==> config.mk <==
export PLATFORM = sky130hd
export DESIGN_NAME = fifo_wr_arbiter
export DESIGN_NICKNAME = d
export VERILOG_FILES = /design/src/rtl/fifo_arb_pkg.sv /design/src/rtl/fifo_wr_arbiter_rr_pick.sv /design/src/rtl/fifo_wr_arbiter.sv
export SDC_FILE = /design/constraint.sdc
export NUM_CORES = 1
export LEC_CHECK = 0
export ABC_CLOCK_PERIOD_IN_PS = 1900
export CAP_MARGIN = 20
export CORE_UTILIZATION = 36
export DETAILED_ROUTE_END_ITERATION = 6
export PLACE_DENSITY = 0.75
export SLEW_MARGIN = 15
export SYNTH_ARGS = -nofsm -noshare
export SYNTH_HDL_FRONTEND = slang
export SYNTH_SLANG_ARGS = --single-unit
==> constraint.sdc <==
create_clock -name wclk -period 1.9 [get_ports wclk]
set_clock_uncertainty 0.05 [all_clocks]
set_input_delay 0.38 -clock wclk [delete_from_list [all_inputs] [get_ports wclk]]
set_output_delay 0.38 -clock wclk [all_outputs]
set_load 0.03 [all_outputs]
==> src/rtl/fifo_arb_pkg.sv <==
// Shared types and helpers for the write-port arbiter in front of Async_fifo.
package fifo_arb_pkg;

    typedef enum logic {
        IDLE  = 1'b0,
        BURST = 1'b1
    } state_t;

    localparam int unsigned MAX_NREQ = 8;
    localparam int unsigned PICK_W   = 3;
    localparam int unsigned CAND_W   = PICK_W + 1;

    typedef struct packed {
        logic              found;
        logic [PICK_W-1:0] idx;
    } pick_t;

    // Index width for n requesters; never below one bit.
    function automatic int unsigned idx_w(input int unsigned n);
        return (n > 1) ? $clog2(n) : 1;
    endfunction

    // First set bit of req[0..n-1] searching ptr, ptr+1, ... with explicit wrap at n.
    function automatic pick_t rr_find_first(input logic [MAX_NREQ-1:0] req,
                                            input logic [PICK_W-1:0]   ptr,
                                            input logic [CAND_W-1:0]   n);
        pick_t             res;
        logic [CAND_W-1:0] cand;
        res = '0;
        for (int k = 0; k < MAX_NREQ; k++) begin
            cand = {1'b0, ptr} + CAND_W'(k);
            if (cand >= n) begin
                cand = cand - n;
            end
            if ((CAND_W'(k) < n) && !res.found && req[cand[PICK_W-1:0]]) begin
                res.found = 1'b1;
                res.idx   = cand[PICK_W-1:0];
            end
        end
        return res;
    endfunction

endpackage

==> src/rtl/fifo_wr_arbiter_rr_pick.sv <==
// Combinational round-robin priority encoder: first requester at or after ptr.
module rr_pick
    import fifo_arb_pkg::*;
#(
    parameter int unsigned NREQ = 4,
    parameter int unsigned OW   = 2
) (
    input  logic [NREQ-1:0] req,
    input  logic [OW-1:0]   ptr,
    output logic [OW-1:0]   idx_c,
    output logic            any_c
);

    pick_t pick;

    always_comb begin
        pick  = rr_find_first(MAX_NREQ'(req), PICK_W'(ptr), CAND_W'(NREQ));
        idx_c = OW'(pick.idx);
        any_c = pick.found;
    end

endmodule

==> src/rtl/fifo_wr_arbiter.sv <==
// Round-robin, burst-locked arbiter sharing the Async_fifo write port among NREQ requesters.
module fifo_wr_arbiter
    import fifo_arb_pkg::*;
#(
    parameter  int unsigned WIDTH     = 4,
    parameter  int unsigned NREQ      = 4,
    parameter  int unsigned MAX_BURST = 4,
    localparam int unsigned OW        = idx_w(NREQ)
) (
    input  logic                  wclk,
    input  logic                  wreset_n,
    input  logic [NREQ-1:0]       req_valid,
    input  logic [NREQ*WIDTH-1:0] req_data,
    output logic [NREQ-1:0]       req_gnt,
    input  logic                  fifo_full,
    output logic                  wen,
    output logic [WIDTH-1:0]      wdata,
    output logic [OW-1:0]         owner,
    output logic                  busy
);

    localparam int unsigned CW = $clog2(MAX_BURST + 1);

    state_t          state, next_state;
    logic [OW-1:0]   rr_ptr, next_rr;
    logic [OW-1:0]   next_owner;
    logic [CW-1:0]   burst_cnt, next_cnt;
    logic [OW-1:0]   pick_idx;
    logic            pick_any;
    logic            release_c;

    rr_pick #(
        .NREQ (NREQ),
        .OW   (OW)
    ) u_rr_pick (
        .req   (req_valid),
        .ptr   (rr_ptr),
        .idx_c (pick_idx),
        .any_c (pick_any)
    );

    always_ff @(posedge wclk or negedge wreset_n) begin
        if (!wreset_n) begin
            state     <= IDLE;
            rr_ptr    <= '0;
            owner     <= '0;
            burst_cnt <= '0;
        end else begin
            state     <= next_state;
            rr_ptr    <= next_rr;
            owner     <= next_owner;
            burst_cnt <= next_cnt;
        end
    end

    // Write strobes follow the owner's valid in the same cycle; full always wins.
    always_comb begin
        next_state = state;
        next_rr    = rr_ptr;
        next_owner = owner;
        next_cnt   = burst_cnt;
        wen        = 1'b0;
        req_gnt    = '0;
        wdata      = '0;
        release_c  = 1'b0;
        case (state)
            IDLE: begin
                if (pick_any) begin
                    next_owner = pick_idx;
                    next_cnt   = '0;
                    next_state = BURST;
                end
            end
            BURST: begin
                for (int i = 0; i < NREQ; i++) begin
                    if (owner == OW'(i)) begin
                        wdata = req_data[i*WIDTH +: WIDTH];
                    end
                end
                wen = req_valid[owner] & ~fifo_full;
                for (int i = 0; i < NREQ; i++) begin
                    req_gnt[i] = wen & (owner == OW'(i));
                end
                if (wen) begin
                    if (burst_cnt == CW'(MAX_BURST - 1)) begin
                        release_c = 1'b1;
                    end else begin
                        next_cnt = burst_cnt + CW'(1);
                    end
                end else if (!fifo_full) begin
                    release_c = 1'b1;
                end
            end
            default: next_state = IDLE;
        endcase
        if (release_c) begin
            next_state = IDLE;
            next_cnt   = '0;
            next_rr    = (owner == OW'(NREQ - 1)) ? '0 : owner + OW'(1);
        end
    end

    assign busy = (state == BURST);

endmodule

==> reports/qor.csv <==
metric,value,unit
maximum number of pins on one net before global-route repair,13,
global route total overflow,0,
Placed Instances,162,
peak fanout along the critical path,5,
floorplan die width,47.1,um
crit path launch type,register,
length of the first detailed-routing pass in iterations,4,
Hold Path Class,input port to asynchronous set/reset pin,
sequential-to-total area share from yosys stat,0.273,
area of the core region,0.00182,mm^2
residual antenna-violating net count after detailed routing,0,
"Slew Viols, Final",0,
category of the most critical setup path,register to primary output,
number of nets in the layout,177,
average instance area after synthesis,8.24,um^2
number of ports placed on the die boundary,35,
number of enable flip-flop cells after synthesis,0,
CTS tree,built,
highest ir drop seen on vdd,0.976,mV
cell-by-cell trace of the critical path,buf_6 -> mux4_2 -> and3b_2 -> and2_4 -> buf_6,
fraction of layout instances using a drive strength above 1,0.442,
least setup slack across all paths after layout,-0.312,ns
slowest cell delay on critical path,0.50,ns
result of the run,"complete, but fails checks",
die area,0.00222,mm^2
Total Power,2.11,mW
hold buffers post-CTS,0,
total half-perimeter wirelength after legalization and detailed placement,1660,um
placer congestion estimate,0.759,
clock period minus worst slack,2.21,ns
post-synth design cell area,733,um^2
final non-filler cell total,172,
final-layout fill cell count,127,
failing checks,setup timing,
ys async rst share,1.00,
gate count of the mapped netlist,89,
share of the core filled with cells in the final layout,0.784,
Total GRT Usage,0.207,
final-report hold violation count,0,
power density relative to cell area,1480,mW/mm^2
vias after detailed routing,873,
data arrival time of the critical path,1.78,ns
Final Routed Wirelength,2360,um
slew at the pin closest to its max-slew limit,0.352,ns
routed length per placed instance,13.7,um
required time reported for the critical path endpoint,1.47,ns
setup slack of the worst register-to-register path,-0.11,ns
standby leakage power,0.630,nW
per-cell via count in the routed design,5.08,
count of standard-cell rows,15,
PortBufs,34,
max frequency,452,MHz
number of max-cap violations,0,
first-pass GRT wire length,3190,um
number of antenna repair diodes,0,
Clock Latency Late Sink,0.25,ns
clock-pin slew of the registers on the worst-case setup and hold paths,0.06,ns
unique cell type count in the Yosys netlist,31,
CTS Buffer Depth,2,
"most common cell after layout, fill and taps aside",sky130_fd_sc_hd__clkdlybuf4s50_1,
via count of the first global-routing pass,731,
net count after synthesis,118,
number of clock sinks seen by CTS,8,
slew margin rel.,0.764,
total of warnings raised by yosys,0,
Post-synth top flop,sky130_fd_sc_hd__dfrtp_1,
number of buffers created by CTS,3,
"commonest cells after routing, fill and taps aside","sky130_fd_sc_hd__clkdlybuf4s50_1, sky130_fd_sc_hd__buf_6, sky130_fd_sc_hd__buf_4, sky130_fd_sc_hd__nand2_1, sky130_fd_sc_hd__a21oi_2",
Die Span Y,47.1,um
setup repair after global routing missed its margin,true,
layout overhead on the synthesized area,94.7,%
Setup Viol. Count Final,11,
Post-route DRC,0,
starting density of the core,0.403,
DRC violation total after the first TritonRoute iteration,21,
most frequent cell on the critical path,sky130_fd_sc_hd__buf_6,
root buf cell,sky130_fd_sc_hd__clkbuf_4,
final period utilization,1.16,
Clock H-tree levels,1,
Crit-path slowest cell,sky130_fd_sc_hd__mux4_2,
post-synthesis sequential element count,8,
initial antenna violation count,0,
sort of element at the end of the critical path,primary output,
[worst max-delay path: cells and delay by family, from the launching register on]
family | cells | cell delay [ns]
flip-flops | 1 | 0.39
multiplexers | 1 | 0.50
buffers and inverters | 2 | 0.23
AND/OR/NAND/NOR | 2 | 0.40
[state kept, by name (all words and copies together) (netlist names)]
register and count:
rr_ptr 2, busy 1, burst_cnt 3, owner 2
[metal layers]
layer / wire length, um / global-route usage
met1: 1070 / 0.271
met2: 1230 / 0.381
met3: 67 / 0.0231
met4: 0 / 0.0171
met5: 0 / 0
[per-stage QoR]
| stage | setup WS (ns) | area [um^2] | hold WS [ns] | TNS, ns |
|---|---|---|---|---|
| 2_1_floorplan | -0.108 | 769 | 0.0344 | -0.513 |
| 3_3_place_gp | -0.796 | 1240 | 0.427 | -5.45 |
| 3_5_place_dp | -0.825 | 1240 | 0.437 | -5.65 |
| 4_1_cts | -0.302 | 1370 | 0.357 | -2.54 |
| 5_1_grt | -0.364 | 1430 | 0.377 | -3.31 |
| 6_report | -0.312 | 1430 | 0.345 | -2.60 |
[layout make-up]
class / count / area [um^2] / share of cell area
multi-input cells: 71 / 587 / 0.411
repair buffers: 57 / 547 / 0.383
flip-flops and latches: 8 / 203 / 0.142
inverters: 7 / 33.8 / 0.0237
well taps: 25 / 31.3 / 0.0219
clock buffers: 4 / 26.3 / 0.0184
[cell usage after synthesis (2+ instances only)]
| master | count | area share |
|---|---|---|
| sky130_fd_sc_hd__a21oi_1 | 9 | 0.061 |
| sky130_fd_sc_hd__and2_1 | 4 | 0.034 |
| sky130_fd_sc_hd__clkbuf_1 | 2 | 0.010 |
| sky130_fd_sc_hd__dfrtp_1 | 8 | 0.27 |
| sky130_fd_sc_hd__ha_1 | 6 | 0.10 |
| sky130_fd_sc_hd__inv_1 | 7 | 0.036 |
| sky130_fd_sc_hd__mux2_1 | 2 | 0.031 |
| sky130_fd_sc_hd__nand2_1 | 10 | 0.051 |
| sky130_fd_sc_hd__nand3_1 | 4 | 0.027 |
| sky130_fd_sc_hd__nand3b_1 | 5 | 0.051 |
| sky130_fd_sc_hd__nor2_1 | 4 | 0.020 |
| sky130_fd_sc_hd__o21ai_0 | 9 | 0.061 |
[cell families (layout without fill, tap and decap cells)]
| group | after synthesis | count (layout) | synth area share |
|---|---|---|---|
| AOI/OAI and AO/OA | 26 | 26 | 0.213 |
| muxes | 3 | 3 | 0.0614 |
| DFF | 8 | 8 | 0.273 |
| adders and majority gates | 6 | 6 | 0.102 |
| and+or+nand+nor | 36 | 36 | 0.297 |
| buffers and inverters | 10 | 68 | 0.0529 |
[power breakdown]
| part | switching (mW) | leakage, nW | internal (mW) |
|---|---|---|---|
| registers | 0.0745 | 0.0975 | 0.247 |
| clock network | 0.0603 | 0.0150 | 0.0805 |
| logic | 0.817 | 0.518 | 0.834 |
| total | 0.952 | 0.630 | 1.16 |
[what timing repair did]
item,CTS,global route
setup endpoints to repair,11,14
hold endpoints to repair,0,0
pin swaps,13,11
gates cloned,0,0
setup buffers,4,3
gates resized for setup,61,13
[final timing paths]
check / from / end / cells after the start
max: owner[0]$_DFFE_PN0P_ / req_gnt[1] / 5
min: wreset_n / rr_ptr[1]$_DFFE_PN0N_ / 1
max reg2reg: owner[0]$_DFFE_PN0P_ / rr_ptr[1]$_DFFE_PN0N_ / 6
min reg2reg: burst_cnt[2]$_DFFE_PN0P_ / burst_cnt[2]$_DFFE_PN0P_ / 1
max in group asynchronous: wreset_n / owner[0]$_DFFE_PN0P_ / 1
min in group wclk: burst_cnt[2]$_DFFE_PN0P_ / burst_cnt[2]$_DFFE_PN0P_ / 1
(Power assumes the default switching activity.)
